<file path="config.mk">
export PLATFORM = sky130hd
export DESIGN_NAME = bus_config_sequencer
export DESIGN_NICKNAME = d
export VERILOG_FILES = /design/src/rtl/bus_config_sequencer.sv
export SDC_FILE = /design/constraint.sdc
export NUM_CORES = 1
export LEC_CHECK = 0
export ABC_AREA = 1
export BUFFER_PORTS_ARGS = -buffer_cell sky130_fd_sc_hd__buf_2
export CORE_MARGIN = 2
export CORE_UTILIZATION = 50
export CTS_BUF_LIST = sky130_fd_sc_hd__clkbuf_4 sky130_fd_sc_hd__clkbuf_8 sky130_fd_sc_hd__clkbuf_16
export CTS_CLUSTER_SIZE = 8
export DETAILED_ROUTE_END_ITERATION = 6
export PLACE_DENSITY = 0.75
export SYNTH_ARGS = -nofsm -noshare
export SYNTH_HDL_FRONTEND = slang
export SYNTH_SLANG_ARGS = --single-unit
</file>
<file path="constraint.sdc">
create_clock -name clk -period 2.8 [get_ports clk]
set_input_delay 0.14 -clock clk [delete_from_list [all_inputs] [get_ports clk]]
set_output_delay 0.14 -clock clk [all_outputs]
set_load 0.05 [all_outputs]
</file>
<file path="src/rtl/bus_config_sequencer.sv">
// Board-level configuration sequencer: debounces two keys and walks the per-master
// setup flow (slave select, r/w, external writes, address window), then start / done / read-back.
module bus_config_sequencer #(
  parameter int MASTER_COUNT    = 2,
  parameter int SLAVE_COUNT     = 3,
  parameter int DATA_WIDTH      = 16,
  parameter int ADDR_WIDTH      = 12,
  parameter int MAX_EXT_WRITE   = 16,
  parameter int DEBOUNCE_CYCLES = 8,
  parameter int SW_WIDTH        = 18,
  localparam int SEL_W          = $clog2(SLAVE_COUNT + 1),
  localparam int EW_W           = $clog2(MAX_EXT_WRITE)
) (
  input  logic                             clk,
  input  logic                             rstN,
  input  logic [SW_WIDTH-1:0]              sw,
  input  logic                             jump_stateN,
  input  logic                             jump_next_addrN,
  input  logic                             comm_done,
  output logic [MASTER_COUNT*SEL_W-1:0]    mst_slave_sel,
  output logic [MASTER_COUNT-1:0]          mst_rw,
  output logic [MASTER_COUNT-1:0]          mst_ext_en,
  output logic [MASTER_COUNT-1:0]          ext_wr_en,
  output logic [EW_W-1:0]                  ext_wr_addr,
  output logic [DATA_WIDTH-1:0]            ext_wr_data,
  output logic [MASTER_COUNT*ADDR_WIDTH-1:0] mst_start_addr,
  output logic [MASTER_COUNT*ADDR_WIDTH-1:0] mst_addr_count,
  output logic                             comm_ready,
  output logic                             comm_start,
  output logic                             comm_finished,
  output logic                             rd_req,
  output logic [ADDR_WIDTH-1:0]            rd_addr,
  output logic [3:0]                       cfg_state
);

  localparam int M_W  = (MASTER_COUNT > 1) ? $clog2(MASTER_COUNT) : 1;
  localparam int DB_W = $clog2(DEBOUNCE_CYCLES + 1);

  typedef enum logic [3:0] {
    S_SLAVE_SEL  = 4'd0,
    S_RW_SEL     = 4'd1,
    S_EXT_SEL    = 4'd2,
    S_EXT_WRITE  = 4'd3,
    S_START_ADDR = 4'd4,
    S_ADDR_COUNT = 4'd5,
    S_READY      = 4'd6,
    S_COMM       = 4'd7,
    S_DONE       = 4'd8
  } state_t;

  state_t state, state_next;

  logic [SW_WIDTH-1:0]       sw_p0, sw_p1;
  logic [1:0]                key_p0, key_p1;
  logic [1:0]                armed, press;
  logic [1:0][DB_W-1:0]      db_cnt;
  logic [M_W-1:0]            m;
  logic [EW_W-1:0]           wr_idx;
  logic                      st_press, nx_press, last_m;
  logic [M_W:0]              first_pick, next_pick;
  logic                      unused_bits;

  // Clamp the word count so the window never runs past the top of the address space.
  function automatic logic [ADDR_WIDTH-1:0] clamp_count(input logic [ADDR_WIDTH-1:0] start,
                                                        input logic [ADDR_WIDTH-1:0] count);
    logic [ADDR_WIDTH:0] sum;
    logic [ADDR_WIDTH:0] lim;
    sum = {1'b0, start} + {1'b0, count};
    lim = {1'b1, {ADDR_WIDTH{1'b0}}};
    if (sum > lim) return ADDR_WIDTH'(lim - {1'b0, start});
    return count;
  endfunction

  // Lowest enabled master at or above 'from'; MSB flags whether one exists.
  function automatic logic [M_W:0] pick_master(input logic [MASTER_COUNT-1:0] en, input int from);
    logic [M_W:0] r;
    r = '0;
    for (int i = MASTER_COUNT - 1; i >= 0; i--)
      if (en[i] && i >= from) r = {1'b1, M_W'(i)};
    return r;
  endfunction

  // Stage p0/p1: synchronisers, then debounce. An armed key counts lows, a fired key counts highs to re-arm.
  always_ff @(posedge clk or negedge rstN) begin
    if (!rstN) begin
      sw_p0  <= '0;
      sw_p1  <= '0;
      key_p0 <= '0;
      key_p1 <= '0;
      armed  <= '0;
      press  <= '0;
      db_cnt <= '0;
    end else begin
      sw_p0  <= sw;
      sw_p1  <= sw_p0;
      key_p0 <= {jump_next_addrN, jump_stateN};
      key_p1 <= key_p0;
      for (int k = 0; k < 2; k++) begin
        press[k] <= 1'b0;
        if (armed[k] ^ key_p1[k]) begin
          if (db_cnt[k] == DB_W'(DEBOUNCE_CYCLES - 1)) begin
            db_cnt[k] <= '0;
            armed[k]  <= ~armed[k];
            press[k]  <= armed[k];
          end else begin
            db_cnt[k] <= db_cnt[k] + 1'b1;
          end
        end else begin
          db_cnt[k] <= '0;
        end
      end
    end
  end

  assign st_press    = press[0];
  assign nx_press    = press[1] & ~press[0];
  assign last_m      = (m == M_W'(MASTER_COUNT - 1));
  assign first_pick  = pick_master(sw_p1[MASTER_COUNT-1:0], 0);
  assign next_pick   = pick_master(mst_ext_en, int'(m) + 1);
  assign unused_bits = ^{sw_p1, first_pick[M_W]};

  always_ff @(posedge clk or negedge rstN) begin
    if (!rstN) state <= S_SLAVE_SEL;
    else       state <= state_next;
  end

  always_comb begin
    state_next = state;
    case (state)
      S_SLAVE_SEL:  if (st_press) state_next = S_RW_SEL;
      S_RW_SEL:     if (st_press) state_next = S_EXT_SEL;
      S_EXT_SEL:    if (st_press) state_next = first_pick[M_W] ? S_EXT_WRITE : S_START_ADDR;
      S_EXT_WRITE:  if (st_press && !next_pick[M_W]) state_next = S_START_ADDR;
      S_START_ADDR: if (st_press && last_m) state_next = S_ADDR_COUNT;
      S_ADDR_COUNT: if (st_press && last_m) state_next = S_READY;
      S_READY:      if (st_press) state_next = S_COMM;
      S_COMM:       if (comm_done) state_next = S_DONE;
      S_DONE:       state_next = S_DONE;
      default:      state_next = S_SLAVE_SEL;
    endcase
  end

  assign comm_ready    = (state == S_READY);
  assign comm_finished = (state == S_DONE);
  assign cfg_state     = state;

  // Stage p2: configuration registers and single-cycle strobes.
  always_ff @(posedge clk or negedge rstN) begin
    if (!rstN) begin
      mst_slave_sel  <= '0;
      mst_rw         <= '0;
      mst_ext_en     <= '0;
      ext_wr_en      <= '0;
      ext_wr_addr    <= '0;
      ext_wr_data    <= '0;
      mst_start_addr <= '0;
      mst_addr_count <= '0;
      comm_start     <= 1'b0;
      rd_req         <= 1'b0;
      rd_addr        <= '0;
      m              <= '0;
      wr_idx         <= '0;
    end else begin
      ext_wr_en  <= '0;
      comm_start <= 1'b0;
      rd_req     <= 1'b0;
      case (state)
        S_SLAVE_SEL: if (st_press) mst_slave_sel <= sw_p1[MASTER_COUNT*SEL_W-1:0];
        S_RW_SEL:    if (st_press) mst_rw <= sw_p1[MASTER_COUNT-1:0];
        S_EXT_SEL: if (st_press) begin
          mst_ext_en <= sw_p1[MASTER_COUNT-1:0];
          m          <= first_pick[M_W-1:0];
          wr_idx     <= '0;
        end
        S_EXT_WRITE: begin
          if (st_press) begin
            ext_wr_en   <= MASTER_COUNT'(1) << m;
            ext_wr_addr <= wr_idx;
            ext_wr_data <= sw_p1[DATA_WIDTH-1:0];
            wr_idx      <= '0;
            m           <= next_pick[M_W] ? next_pick[M_W-1:0] : '0;
          end else if (nx_press && wr_idx != EW_W'(MAX_EXT_WRITE - 1)) begin
            ext_wr_en   <= MASTER_COUNT'(1) << m;
            ext_wr_addr <= wr_idx;
            ext_wr_data <= sw_p1[DATA_WIDTH-1:0];
            wr_idx      <= wr_idx + 1'b1;
          end
        end
        S_START_ADDR: if (st_press) begin
          mst_start_addr[m*ADDR_WIDTH +: ADDR_WIDTH] <= sw_p1[ADDR_WIDTH-1:0];
          m <= last_m ? '0 : m + 1'b1;
        end
        S_ADDR_COUNT: if (st_press) begin
          mst_addr_count[m*ADDR_WIDTH +: ADDR_WIDTH] <=
            clamp_count(mst_start_addr[m*ADDR_WIDTH +: ADDR_WIDTH], sw_p1[ADDR_WIDTH-1:0]);
          m <= last_m ? '0 : m + 1'b1;
        end
        S_READY: if (st_press) comm_start <= 1'b1;
        S_DONE: if (st_press) begin
          rd_addr <= sw_p1[ADDR_WIDTH-1:0];
          rd_req  <= 1'b1;
        end
        default: ;
      endcase
    end
  end

endmodule

</file>
==> run_results.csv <==
group,metric,value,unit
detailed_routing,first_iter_violations,368,
pwr,pwr-share-clk,43.8,%
floorplan,rows,42,
clock_network,h-tree-depth,4,
sta,fmax,353.0,MHz
sta,hold_viol,0,
final_layout,layout.nets,988,
detailed_routing,drtAntennaViolNets,0,
global_route,antenna_found_initial,0,
synth,syn_nets,823,
setup_path,crit_type,"flop to flop",
place,dpl_cell_area,7660,µm²
setup_path,required,3.12,ns
synth,yosysSeqAreaShare,54.97,%
synth,syn_inst,783,
final_layout,multi_input_area,2849,µm²
floorplan,start_util,51.22,%
global_route,grt-ovfl-total,0,
setup_path,cpMostUsedCell,"nand3_1",
sta,slew_headroom,47.46,%
sta,slew_violations,0,
pwr,finalPower,5.310,mW
floorplan,die-width,120.5,µm
setup_path,crit_path_cell_trace,"clkinv_4, nand2_4, nand2_4, ha_4, fa_1, or2_1, nor2_1, nand3_1, nor2_1, nand3_1, nor2_2, nand3_4, clkbuf_16, nand3_4, nand3_1, nand2_1, inv_1",
synth,synthFlopType,"dfrtp_1",
hold_path,hp-class,"primary input to flop",
synth,synth_warnings,0,
sta,worst_slew_pin_slew,0.7872,ns
setup_path,crit_family,"simple AND/OR/NAND/NOR gates",
final_layout,fin_cells,1137,
clock_network,clock_tree.buffer_depth,2,
synth,synthArstFlopShare,100.0,%
floorplan,core-area,13240,µm²
place,portBuffers,118,
clock_network,cts_sinks,149,
floorplan,die-area,14510,µm²
clock_network,numCtsBuffers,17,
pwr,power_switching,1.512,mW
pwr,p_comb_share,12.0,%
place,gp_congestion,0.9334,
setup_path,worstSetupEndpointType,"flop",
pwr,power.internal,3.798,mW
setup_path,slowest_delay,0.46,ns
global_route,grt_max_degree,84,
final_layout,fin_area,8869,µm²
detailed_routing,viasPerCell,5.040,
synth,synthTopCellsByArea,"dfrtp_1 55%, nand2_1 12%, inv_1 5.8%",
global_route,grt.met2_usage,36.41,%
synth,yosysTopAreaCell,"dfrtp_1",
synth,ys_types,39,
final_layout,seq_area,3730,µm²
sta,fin_crit_sh,101.2,%
sta,fin_ws,-0.03321,ns
floorplan,ios,121,
synth,synthDominantCellAreaShare,54.97,%
synth,syn_avg_cell_area,8.663,µm²
detailed_routing,drcViolationCount,10,
detailed_routing,wl,16700,µm
pwr,p_leak,4.882,nW
global_route,grt_pass1_vias,5453,
setup_path,path_max_fanout,6,
detailed_routing,dr.pass1.iters,7,
pwr,power_frac_seq,44.2,%
final_layout,fillers,1085,
synth,syn_area,6783,µm²
synth,synth.top_cells.by_count,"211 x nand2_1, 149 x dfrtp_1, 104 x inv_1",
global_route,grt_usage,23.49,%
status,violations,"design-rule violations, negative setup slack",
sta,fin_crit,2.833,ns
clock_network,clk_latency,0.43,ns
clock_network,cts_tree,"built",
status,outcome,"complete, but fails checks",
floorplan,die_h,120.5,µm
final_layout,syn2layout_area_growth,30.75,%
clock_network,root_buffer,"clkbuf_16",
run,maxCapViolations,0,
setup_path,crit_arrival,3.15,ns
synth,ys_ff_latch,149,
global_route,grt_use_met1,31.28,%
sta,rsz0062_at_grt,"true",
setup_path,cp_num_buf_inv,3,
pwr,switching_share,28.47,%
detailed_routing,vias,5731,
synth,yosysMostFrequentCell,"nand2_1",
synth,synth_edf_count,0,
pwr,vdd_drop_max,0.0004667,V
sta,finalSetupViolations,13,
clock_network,path_clk_slew,0.06,ns
place,dp_cells,1078,
pwr,power_density,598.8,nW/µm²
sta,holdWs,0.06834,ns
setup_path,cp_slowest_cell,"fa_1",
setup_path,cp-start-kind,"flop",
global_route,met3_usage,6.274,%
global_route,top_usage_layer,"met2",
global_route,grt_pass1_wl,26290,µm
sta,skew,0.005866,ns
final_layout,diodes,0,
final_layout,drive_gt1_share,28.72,%
detailed_routing,wire_per_inst,14.69,µm
place,dp_hpwl,11430,µm
## cell type report
type | count | share of cell area [%]
clock buffer | 17 | 4.797
clock inverter | 15 | 2.102
inverter | 106 | 4.543
multi-input combinational | 507 | 32.12
sequential | 149 | 42.06
tap | 176 | 2.483
timing repair buffer | 167 | 11.89
## registers in the layout, indices dropped and copies added (netlist names), 2 cells and up
signal / flops
ext_wr_en: 2
ext_wr_data: 16
sw_p0: 16
key_p1: 2
mst_start_addr: 24
mst_rw: 2
cfg_state: 4
armed: 2
db_cnt: 8
wr_idx: 4
mst_ext_en: 2
sw_p1: 16
key_p0: 2
ext_wr_addr: 4
mst_slave_sel: 4
rd_addr: 12
press: 2
mst_addr_count: 24
## final timing paths
check | startpoint | endpoint | slack, ns | cells past startpoint
max in group asynchronous | rstN | rd_addr[1] | 1.69 | 3
min reg2reg | sw_p0[8] | sw_p1[8] | 0.35 | 0
min in group asynchronous | rstN | mst_rw[1] | 0.33 | 2
min | comm_done | cfg_state[3] | 0.07 | 3
max reg2reg | last_m | mst_addr_count[4] | -0.03 | 17
max | last_m | mst_addr_count[4] | -0.03 | 17
## layer usage
layer	vias to the layer above	part of all wire, %	routed length, µm
met5	-	0	0
met4	0	2.7	450
met3	34	5.9	977
met2	162	48	7993
met1	2720	44	7275
li1	2815	-	-
## power by group through the flow
stage | clock network (mW) | registers, mW | logic (mW)
after global placement | 0 | 2.38 | 0.583
final | 2.33 | 2.35 | 0.638
after detailed placement | 0 | 2.38 | 0.591
after CTS | 2.37 | 2.34 | 0.616
after global routing | 2.47 | 2.36 | 0.726
after floorplan | 0 | 2.43 | 0.357
## layout by cell type, fill, tap and decap left out, types with 4 or more instances in the layout
cell type,Yosys,layout
nor3_1,11,11
o21ai_0,72,72
buf_2,4,118
or2_2,23,23
nor2_2,4,6
o21ai_2,3,4
nand3_4,0,6
or2_1,4,4
nand3_1,58,37
inv_1,104,103
ha_1,16,9
dlygate4sd3_1,0,19
buf_4,0,24
ha_4,0,6
xor2_1,10,10
a21oi_1,15,8
nand2_1,211,204
nand2_2,8,12
dfrtp_1,149,148
nor2_1,45,43
inv_8,0,4
nand2_4,2,4
inv_6,1,4
clkbuf_16,0,18
nand3_2,3,18
a21oi_2,1,8
## kinds of logic (layout without fill, tap and decap cells)
family	count (synthesis)	count (layout)	share of synthesized area [%]
compound gates	100	100	7.803
xor+xnor	12	12	1.550
fa+ha+maj	17	17	3.247
buf+inv	127	305	7.674
flops	149	149	54.97
simple gates	378	378	24.76
## metrics by stage
step	util (%)	setup TNS [ns]	setup slack [ns]
2_1_floorplan	-	0	0.03777
3_3_place_gp	57.84	0	0.08098
3_5_place_dp	57.84	0	0.001152
4_1_cts	63.90	-0.004766	-0.004766
5_1_grt	66.97	-4.559	-0.2253
6_report	66.97	-0.1407	-0.03321
## tightest hold or removal path, stage by stage
cell and delay, ns:
buf_2 0.08, nor3_1 0.05, nor3_1 0.17
## repair_timing
action,4_1_cts,5_1_grt
pin swaps,0,38
endpoints found under the hold margin,99,0
setup endpoints to repair,1,24
gates resized for setup,0,71
hold buffers,19,0
gates cloned,0,2
buffers inserted,0,6
Power figures use the tool's default switching activity.
